===== src/rtl/huffman_decoder.sv =====
// -----------------------------------------------------------------------------
// huffman_decoder
//   Inverse of the huffman code-table generator. A 6-entry code table
//   (HCn code, Mn mask) is captured on a code_valid pulse. After that, a
//   serial code bitstream (MSB of each code first) is shifted in one bit per
//   accepted beat, and every completed code is emitted as its symbol index
//   1..6 on a ready/valid output port.
//
// Ports
//   clk         in   1        rising-edge clock
//   reset       in   1        asynchronous, active-low reset
//   code_valid  in   1        single-cycle table-load strobe
//   HC1..HC6    in   MAXLEN   right-aligned code of symbol n
//   M1..M6      in   MAXLEN   mask of symbol n, (1<<L)-1; 0 = entry unused
//   bit_valid   in   1        bit_data valid
//   bit_data    in   1        next code bit
//   bit_ready   out  1        decoder accepts a bit this cycle
//   sym_valid   out  1        sym_data holds a decoded symbol
//   sym_data    out  8        decoded symbol index 1..6
//   sym_ready   in   1        consumer takes sym_data
//   err         out  1        sticky: no entry matched within MAXLEN bits
//   sym_cnt     out  8        symbols handed off since last table load (wraps)
// -----------------------------------------------------------------------------
module huffman_decoder #(
    parameter int MAXLEN = 8,
    parameter int NSYM   = 6
) (
    input  logic              clk,
    input  logic              reset,
    input  logic              code_valid,
    input  logic [MAXLEN-1:0] HC1,
    input  logic [MAXLEN-1:0] HC2,
    input  logic [MAXLEN-1:0] HC3,
    input  logic [MAXLEN-1:0] HC4,
    input  logic [MAXLEN-1:0] HC5,
    input  logic [MAXLEN-1:0] HC6,
    input  logic [MAXLEN-1:0] M1,
    input  logic [MAXLEN-1:0] M2,
    input  logic [MAXLEN-1:0] M3,
    input  logic [MAXLEN-1:0] M4,
    input  logic [MAXLEN-1:0] M5,
    input  logic [MAXLEN-1:0] M6,
    input  logic              bit_valid,
    input  logic              bit_data,
    output logic              bit_ready,
    output logic              sym_valid,
    output logic [7:0]        sym_data,
    input  logic              sym_ready,
    output logic              err,
    output logic [7:0]        sym_cnt
);

    localparam int LW = $clog2(MAXLEN + 1);

    typedef enum logic [1:0] {
        NOTAB = 2'd0,
        IDLE  = 2'd1,
        HOLD  = 2'd2,
        ERR   = 2'd3
    } state_t;

    state_t            r_state;
    logic [MAXLEN-1:0] r_hc [NSYM];
    logic [MAXLEN-1:0] r_m  [NSYM];
    logic [LW-1:0]     r_l  [NSYM];
    // The accumulator's top bit is shifted out before any comparison can see
    // it, so only MAXLEN-1 bits are kept; the full MAXLEN-bit value exists
    // only combinationally as w_acc_n.
    logic [MAXLEN-2:0] r_acc;
    logic [LW-1:0]     r_len;
    logic              r_sym_valid;
    logic [7:0]        r_sym_data;
    logic              r_err;
    logic [7:0]        r_sym_cnt;

    logic [MAXLEN-1:0] w_hc_in [NSYM];
    logic [MAXLEN-1:0] w_m_in  [NSYM];
    logic [MAXLEN-1:0] w_acc_n;
    logic [LW-1:0]     w_len_n;
    logic              w_hit;
    logic [7:0]        w_sym;

    assign w_hc_in = '{HC1, HC2, HC3, HC4, HC5, HC6};
    assign w_m_in  = '{M1, M2, M3, M4, M5, M6};

    function automatic logic [LW-1:0] popcount(input logic [MAXLEN-1:0] v);
        logic [LW-1:0] c;
        c = '0;
        for (int i = 0; i < MAXLEN; i++) c = c + LW'(v[i]);
        return c;
    endfunction

    assign w_acc_n = {r_acc, bit_data};
    assign w_len_n = r_len + 1'b1;

    // Scan from the highest entry down so the lowest matching index is the
    // last writer and wins on a table that is not prefix-free.
    always_comb begin
        // NOTE: every variable gets a default before the loop; without it a
        // no-match cycle would leave them unassigned and infer latches.
        w_hit = 1'b0;
        w_sym = '0;
        for (int n = NSYM - 1; n >= 0; n--) begin
            if ((r_m[n] != '0) && (w_len_n == r_l[n]) &&
                ((w_acc_n & r_m[n]) == r_hc[n])) begin
                w_hit = 1'b1;
                w_sym = 8'(n + 1);
            end
        end
    end

    always_ff @(posedge clk or negedge reset) begin
        if (!reset) begin
            r_state     <= NOTAB;
            r_acc       <= '0;
            r_len       <= '0;
            r_sym_valid <= 1'b0;
            r_sym_data  <= '0;
            r_err       <= 1'b0;
            r_sym_cnt   <= '0;
            // NOTE: the table registers are reset on purpose: a reset must
            // forget the table, and NOTAB relies on no stale entry surviving.
            for (int n = 0; n < NSYM; n++) begin
                r_hc[n] <= '0;
                r_m[n]  <= '0;
                r_l[n]  <= '0;
            end
        end else if (code_valid) begin
            // Table load overrides whatever else happens this cycle.
            for (int n = 0; n < NSYM; n++) begin
                r_hc[n] <= w_hc_in[n];
                r_m[n]  <= w_m_in[n];
                r_l[n]  <= popcount(w_m_in[n]);
            end
            r_acc       <= '0;
            r_len       <= '0;
            r_err       <= 1'b0;
            r_sym_cnt   <= '0;
            r_sym_valid <= 1'b0;
            r_state     <= IDLE;
        end else begin
            // NOTE: non-blocking assignments throughout, so every branch sees
            // the pre-edge register values regardless of statement order.
            unique case (r_state)
                NOTAB: ;
                IDLE: begin
                    if (bit_valid) begin
                        if (w_hit) begin
                            r_sym_data  <= w_sym;
                            r_sym_valid <= 1'b1;
                            r_acc       <= '0;
                            r_len       <= '0;
                            r_state     <= HOLD;
                        end else if (w_len_n == LW'(MAXLEN)) begin
                            r_err   <= 1'b1;
                            r_state <= ERR;
                        end else begin
                            r_acc <= w_acc_n[MAXLEN-2:0];
                            r_len <= w_len_n;
                        end
                    end
                end
                HOLD: begin
                    if (sym_ready) begin
                        r_sym_valid <= 1'b0;
                        r_sym_cnt   <= r_sym_cnt + 8'd1;
                        r_state     <= IDLE;
                    end
                end
                ERR: ;
                default: r_state <= NOTAB;
            endcase
        end
    end

    assign bit_ready = (r_state == IDLE);
    assign sym_valid = r_sym_valid;
    assign sym_data  = r_sym_data;
    assign err       = r_err;
    assign sym_cnt   = r_sym_cnt;

endmodule

===== config.mk =====
export PLATFORM = sky130hd
export DESIGN_NAME = huffman_decoder
export DESIGN_NICKNAME = d
export VERILOG_FILES = /design/src/rtl/huffman_decoder.sv
export SDC_FILE = /design/constraint.sdc
export NUM_CORES = 1
export LEC_CHECK = 0
export CAP_MARGIN = 5
export CORE_MARGIN = 2
export CORE_UTILIZATION = 39
export DETAILED_ROUTE_END_ITERATION = 10
export GPL_TIMING_DRIVEN = 0
export PLACE_DENSITY = 0.7
export SYNTH_ARGS = -nofsm -noshare
export SYNTH_HDL_FRONTEND = slang
export SYNTH_SLANG_ARGS = --single-unit
export TNS_END_PERCENT = 100

===== constraint.sdc =====
create_clock -name clk -period 2.83 [get_ports clk]
set_clock_uncertainty 0.1 [all_clocks]
set_input_delay 0.283 -clock clk [delete_from_list [all_inputs] [get_ports clk]]
set_output_delay 0.283 -clock clk [all_outputs]
set_load 0.02 [all_outputs]

## Yosys cells after proc, flatten, opt, wreduce, memory -nomap -nowiden

Index checks and enable logic that the tools add are counted.
W data, S select, Z words.

- $add $sub $neg: 44
- Equal/unequal tests: 21
- Multiplexer cells: 41
- Bitwise logic cells: 7
- Reduce and logical (&&, ||, !) cells: 30

Operator list:

| cell | number |
|---|---|
| $add A4 B1 Y4 | 24 |
| $mux W8 | 8 |
| $and A8 B8 Y8 | 6 |
| $eq A8 B8 Y1 | 6 |
| $reduce_bool A8 Y1 | 6 |
| $mux W7 | 5 |
| $add A3 B1 Y4 | 6 |
| $eq A4 B4 Y1 | 6 |
| $mux W4 | 5 |
| $add A2 B1 Y3 | 6 |
| $reduce_and A4 Y1 | 4 |
| $mux W1 | 15 |
| $add A1 B1 Y2 | 6 |
| $logic_and A1 B1 Y1 | 12 |
| $mux W2 | 5 |
| $reduce_bool A2 Y1 | 5 |
| $ne A3 B3 Y1 const B | 3 |
| $add A8 B1 Y8 const B | 1 |
| $add A4 B1 Y4 const B | 1 |
| $eq A4 B4 Y1 const B | 1 |
| $ne A4 B2 Y1 const B | 1 |
| $pmux W2 S2 | 1 |
| $mux W3 | 1 |
| $ne A3 B2 Y1 const B | 1 |
| other kinds (8) | 8 |

- Bits in registers: 151
- Input bits: 102
- Output and inout port bits: 19
- Word-level logic and storage cells: 168

## Depth between registers and ports, before layout

- Word-level depth: 14
- Mapped depth: 10
- Gate-level depth less buffers: 10

## Least setup slack after synthesis

No wires, ideal clock.

- Path type: input to register
- Start: input M4[0]
- End: register r_l[10] (netlist bit)
- Setup time: 0.125 ns
- Data arrival time: 2.710 ns
- Data required time: 2.605 ns
- Setup slack: -0.105 ns
- Cell stages on the path: 10
- Buffers on the path: 0
- Cell sequence: fa_1 > inv_1 > fa_1 > fa_1 > inv_1 > ha_1 > inv_1 > fa_1 > xnor2_1 > mux2_2

- Longest elaborated chain between the ends: 7

Ends and longest elaborated chain:

| what | line | text |
|---|---|---|
| start, declared | 40 | `input logic [MAXLEN-1:0] M4,` |
| $add A1 B1 Y2 | 89 | `for (int i = 0; i < MAXLEN; i++) c = c + LW'(v[i]);` |
| $add A2 B1 Y3 | 89 |  |
| $add A3 B1 Y4 | 89 |  |
| $add A4 B1 Y4 (4 in a row) | 89 |  |
| end signal, assigned by index | 133 | `r_l[n] <= popcount(w_m_in[n]);` |
| end, declared | 65 | `logic [LW-1:0] r_l [NSYM];` |

No other way between the ends.
A chain may end at the register's enable or synchronous reset.

## Worst setup path in the final report

- Start: input M6[3]
- End: register r_l[2] (netlist bit)

- Longest elaborated chain between the ends: 5

Ends and longest elaborated chain:

| what | line | text |
|---|---|---|
| start, declared | 42 | `input logic [MAXLEN-1:0] M6,` |
| $add A3 B1 Y4 | 89 |  |
| $add A4 B1 Y4 (4 in a row) | 89 |  |

No other way between the ends.

==> impl_metrics.ini <==
[route]
wl_met1_um = 8680
routedWlPerCell_um = 17.5
drtIter0Drc = 242
ant_nets = 0
via_per_inst = 4.92
vias = 5433
top_layer_used = met4
dr.pass1.iters = 4
wl_um = 19400
wl_met2_um = 9190
met3_length_um = 1130
drc = 0

[setup_path]
crit_path_end = r_l[2]$_DFFE_PN0P_
cp.arrival_ns = 2.99
endpoint_kind = flip-flop
worstSetupStartpoint = M6[3]
r2r_setup_slack_ns = 0.08
cp-start-kind = input pin
rr_endpoint = r_len[3]$_DFFE_PN0P_
worstSetupPathType = in2reg
r2r-start = r_len[1]$_DFFE_PN0P_
cp.required_ns = 3.04
rr_worst_depth = 10
path_max_fanout = 2

[job]
maxCapViolations = 0

[synth]
synthXorXnorAreaFrac = 0.0905
seq_area_frac_synth = 0.453
ys_ff_latch = 146
muxShareOfSynthArea = 0.155
synth_compound_area_frac = 0.0519
ys_warn_count = 0
synth_fa_ha_area_frac = 0.0905
synth_edf_count = 0
synth_cell_types = 60
synth_area_um2 = 8070
syn_avg_cell_area_um2 = 11.7
ys.flop_type = dfrtp_1
syn-instance-count = 687
async_flop_share = 1.00
synthSimpleGateAreaFrac = 0.107
synth_top_family_by_area = multiplexers

[timing]
max-slew-margin-rel = 0.383
fin_crit_sh = 0.983
fmax_mhz = 360
hold_ws_ns = 0.0252
finalSetupViolations = 0
hold_viol_final = 0
finalCriticalPeriod_ns = 2.78
tightest_slew_ns = 0.925
maxSlewViolCount = 0
rsz0062_at_grt = yes

[placed_design]
dp_hpwl_um = 14000
dp.cells = 1076
placed_area_um2 = 9610
numPortBuffers = 114
globalplace.congestion = 0.777

[layout]
drive_gt1_frac = 0.251
insertedDiodeCount = 0
instances_no_fill = 1105
area_growth_pct = 26.7
fillCellCount = 1836
final_cell_area_um2 = 10200
fin_nets = 969

[cts]
clk_latency_ns = 0.43
numCtsBuffers = 17
cts_tree = built
cts.clk_slew.worst_paths_ns = 0.06
cts_num_sinks = 146
cts_max_level = 4
cts-root-buf = clkbuf_16
cts_buffer_depth = 2

[outcome]
outcome = completed

[floorplanning]
core_um2 = 20300
initial_core_util = 0.398
num_rows = 52
die-width_um = 148
fp.dieH_um = 148
design.die.area_um2 = 21900
pin_count = 121

[global_route]
grt_remaining_overflow = 0
grt_max_degree = 76
grtUsageTotal = 0.186
grt_pass1_vias = 5698
grt_first_pass_wirelength_um = 31100
antenna_found_initial = 0

[power_and_ir_drop]
p_sw_mw = 1.65
comb_power_share = 0.207
netSwitchingFraction = 0.272
leakage_nw = 4.31
p_seq_frac = 0.423
power.density_nw_per_um2 = 594
p_clk_frac = 0.371
worst_ir_drop_vdd_v = 0.000410
p_int_mw = 4.42

[worst_hold_path]
worst_hold_path_type = in2reg
## logic make-up after synthesis
kind of cell,count (synthesis)
buffers and inverters,98
AO/OA/AOI/OAI,59
XOR/XNOR,77
adder cells (fa/ha/maj),44
multiplexers,111
AND/OR/NAND/NOR,151
flip-flops,146
other,1
## registers in the layout, summed over array words and instances (netlist names)
| signal | count |
|---|---|
| err | 1 |
| r_acc | 7 |
| r_hc | 48 |
| r_l | 24 |
| r_len | 4 |
| r_m | 48 |
| r_state | 2 |
| sym_cnt | 8 |
| sym_data | 3 |
| sym_valid | 1 |
## area by class of cell
cell class | count | area [um^2] | area share
Buffer | 28 | 156 | 0.0153
Clock buffer | 22 | 484 | 0.0474
Clock inverter | 9 | 105 | 0.0103
Inverter | 64 | 240 | 0.0235
Multi-Input combinational cell | 447 | 4100 | 0.401
Sequential cell | 146 | 3650 | 0.358
Tap cell | 270 | 338 | 0.0331
Timing Repair Buffer | 119 | 1140 | 0.112
## how the worst min path moves through the flow
stage               slack (ns)  depth (start not counted)                    to               start
floorplan                -0.11                          0       err$_DFFE_PN0P_               reset
global placement          0.38                          2    r_l[1]$_DFFE_PN0P_  r_l[1]$_DFFE_PN0P_
detailed placement        0.25                          1  r_hc[33]$_DFFE_PN0P_               reset
CTS                       0.15                          2    r_m[3]$_DFFE_PN0P_               M6[3]
global route              0.02                          2    r_m[0]$_DFFE_PN0P_               M6[0]
finish                    0.03                          2    r_m[0]$_DFFE_PN0P_               M6[0]
## worst max-delay path, stage by stage
cell and delay, ns:
buf_6 0.10, fa_1 0.55, inv_2 0.04, fa_1 0.52, fa_1 0.42, inv_1 0.07
ha_2 0.18, inv_2 0.04, fa_2 0.39, xnor2_2 0.14, mux2_4 0.25
## cells in the mapped netlist, types with 2 or more instances
cell type | n | share of area
o2bb2ai_1 | 6 | 0.0065
buf_1 | 2 | 0.00093
nand3_1 | 8 | 0.0050
and3_1 | 6 | 0.0047
nor3_2 | 2 | 0.0025
o221ai_2 | 2 | 0.0037
fa_1 | 24 | 0.060
nor3_1 | 3 | 0.0019
dfrtp_1 | 146 | 0.45
a21oi_1 | 19 | 0.012
o21ai_0 | 4 | 0.0025
o22ai_1 | 6 | 0.0047
o21a_1 | 3 | 0.0028
and3b_1 | 2 | 0.0022
ha_1 | 20 | 0.031
nand2_1 | 59 | 0.027
inv_1 | 64 | 0.030
xnor3_1 | 3 | 0.0084
o21ai_1 | 2 | 0.0012
mux2i_1 | 2 | 0.0025
xnor2_1 | 20 | 0.022
or3_1 | 4 | 0.0031
nand4_2 | 4 | 0.0062
nor4_4 | 4 | 0.011
nand2b_1 | 2 | 0.0016
xor2_1 | 52 | 0.056
buf_4 | 5 | 0.0047
nand3b_1 | 2 | 0.0019
buf_6 | 4 | 0.0056
clkbuf_1 | 22 | 0.010
nor2_1 | 16 | 0.0074
mux2_2 | 108 | 0.15
nand4_1 | 17 | 0.013
o21bai_1 | 3 | 0.0028
nor4_1 | 13 | 0.010
a21o_1 | 3 | 0.0028
o22a_1 | 2 | 0.0022
## placed cells by master (no fill, tap or decap), types with 4 or more instances in the layout
cell type / Yosys / layout
clkbuf_2: 0 / 14
clkbuf_8: 0 / 4
nor4_1: 13 / 12
conb_1: 1 / 5
nand4_1: 17 / 17
nand2_1: 59 / 59
nand4_2: 4 / 4
nand3_1: 8 / 8
buf_6: 4 / 6
ha_1: 20 / 14
inv_1: 64 / 57
inv_2: 0 / 7
nor4_4: 4 / 5
o2bb2ai_1: 6 / 6
and3_1: 6 / 6
clkbuf_1: 22 / 17
o21ai_0: 4 / 4
xor2_1: 52 / 52
dfrtp_1: 146 / 145
ha_2: 0 / 4
mux2_2: 108 / 106
a21oi_1: 19 / 19
clkdlybuf4s50_1: 0 / 94
xnor2_1: 20 / 19
buf_4: 5 / 7
clkbuf_16: 0 / 17
fa_1: 24 / 22
o22ai_1: 6 / 6
clkinvlp_4: 0 / 4
or3_1: 4 / 4
nor2_1: 16 / 16
## power groups by stage
stage,Combinational (mW),Clock [mW],Sequential (mW)
finish,1.25,2.25,2.57
global route,1.40,2.41,2.60
CTS,1.23,2.29,2.56
detailed placement,1.23,0,2.59
global placement,1.19,0,2.59
floorplan,0.830,0,2.54
## metal layers
layer,GRT usage,vias up
met2,0.304,144
li1,-,2602
met1,0.248,2656
met4,0.0586,0
met3,0.0417,31
met5,0,-
## what timing repair did
item,in CTS,in global routing
setup endpoints to repair,25,20
gates resized for setup,24,48
hold buffers,1,1
hold endpoints to repair,71,1
setup buffers,0,2
pin swaps,3,23
## metrics by stage
step	setup TNS (ns)	power, mW	utilization	setup slack [ns]
2_1_floorplan	-0.254	3.37	-	-0.0618
3_3_place_gp	-705.86	3.78	0.472	-4.76
3_5_place_dp	-14.39	3.82	0.473	-0.638
4_1_cts	0	6.09	0.502	0.00137
5_1_grt	-0.000253	6.41	0.504	-0.000253
6_report	0	6.07	0.504	0.0495
Power figures use the tool's default switching activity.
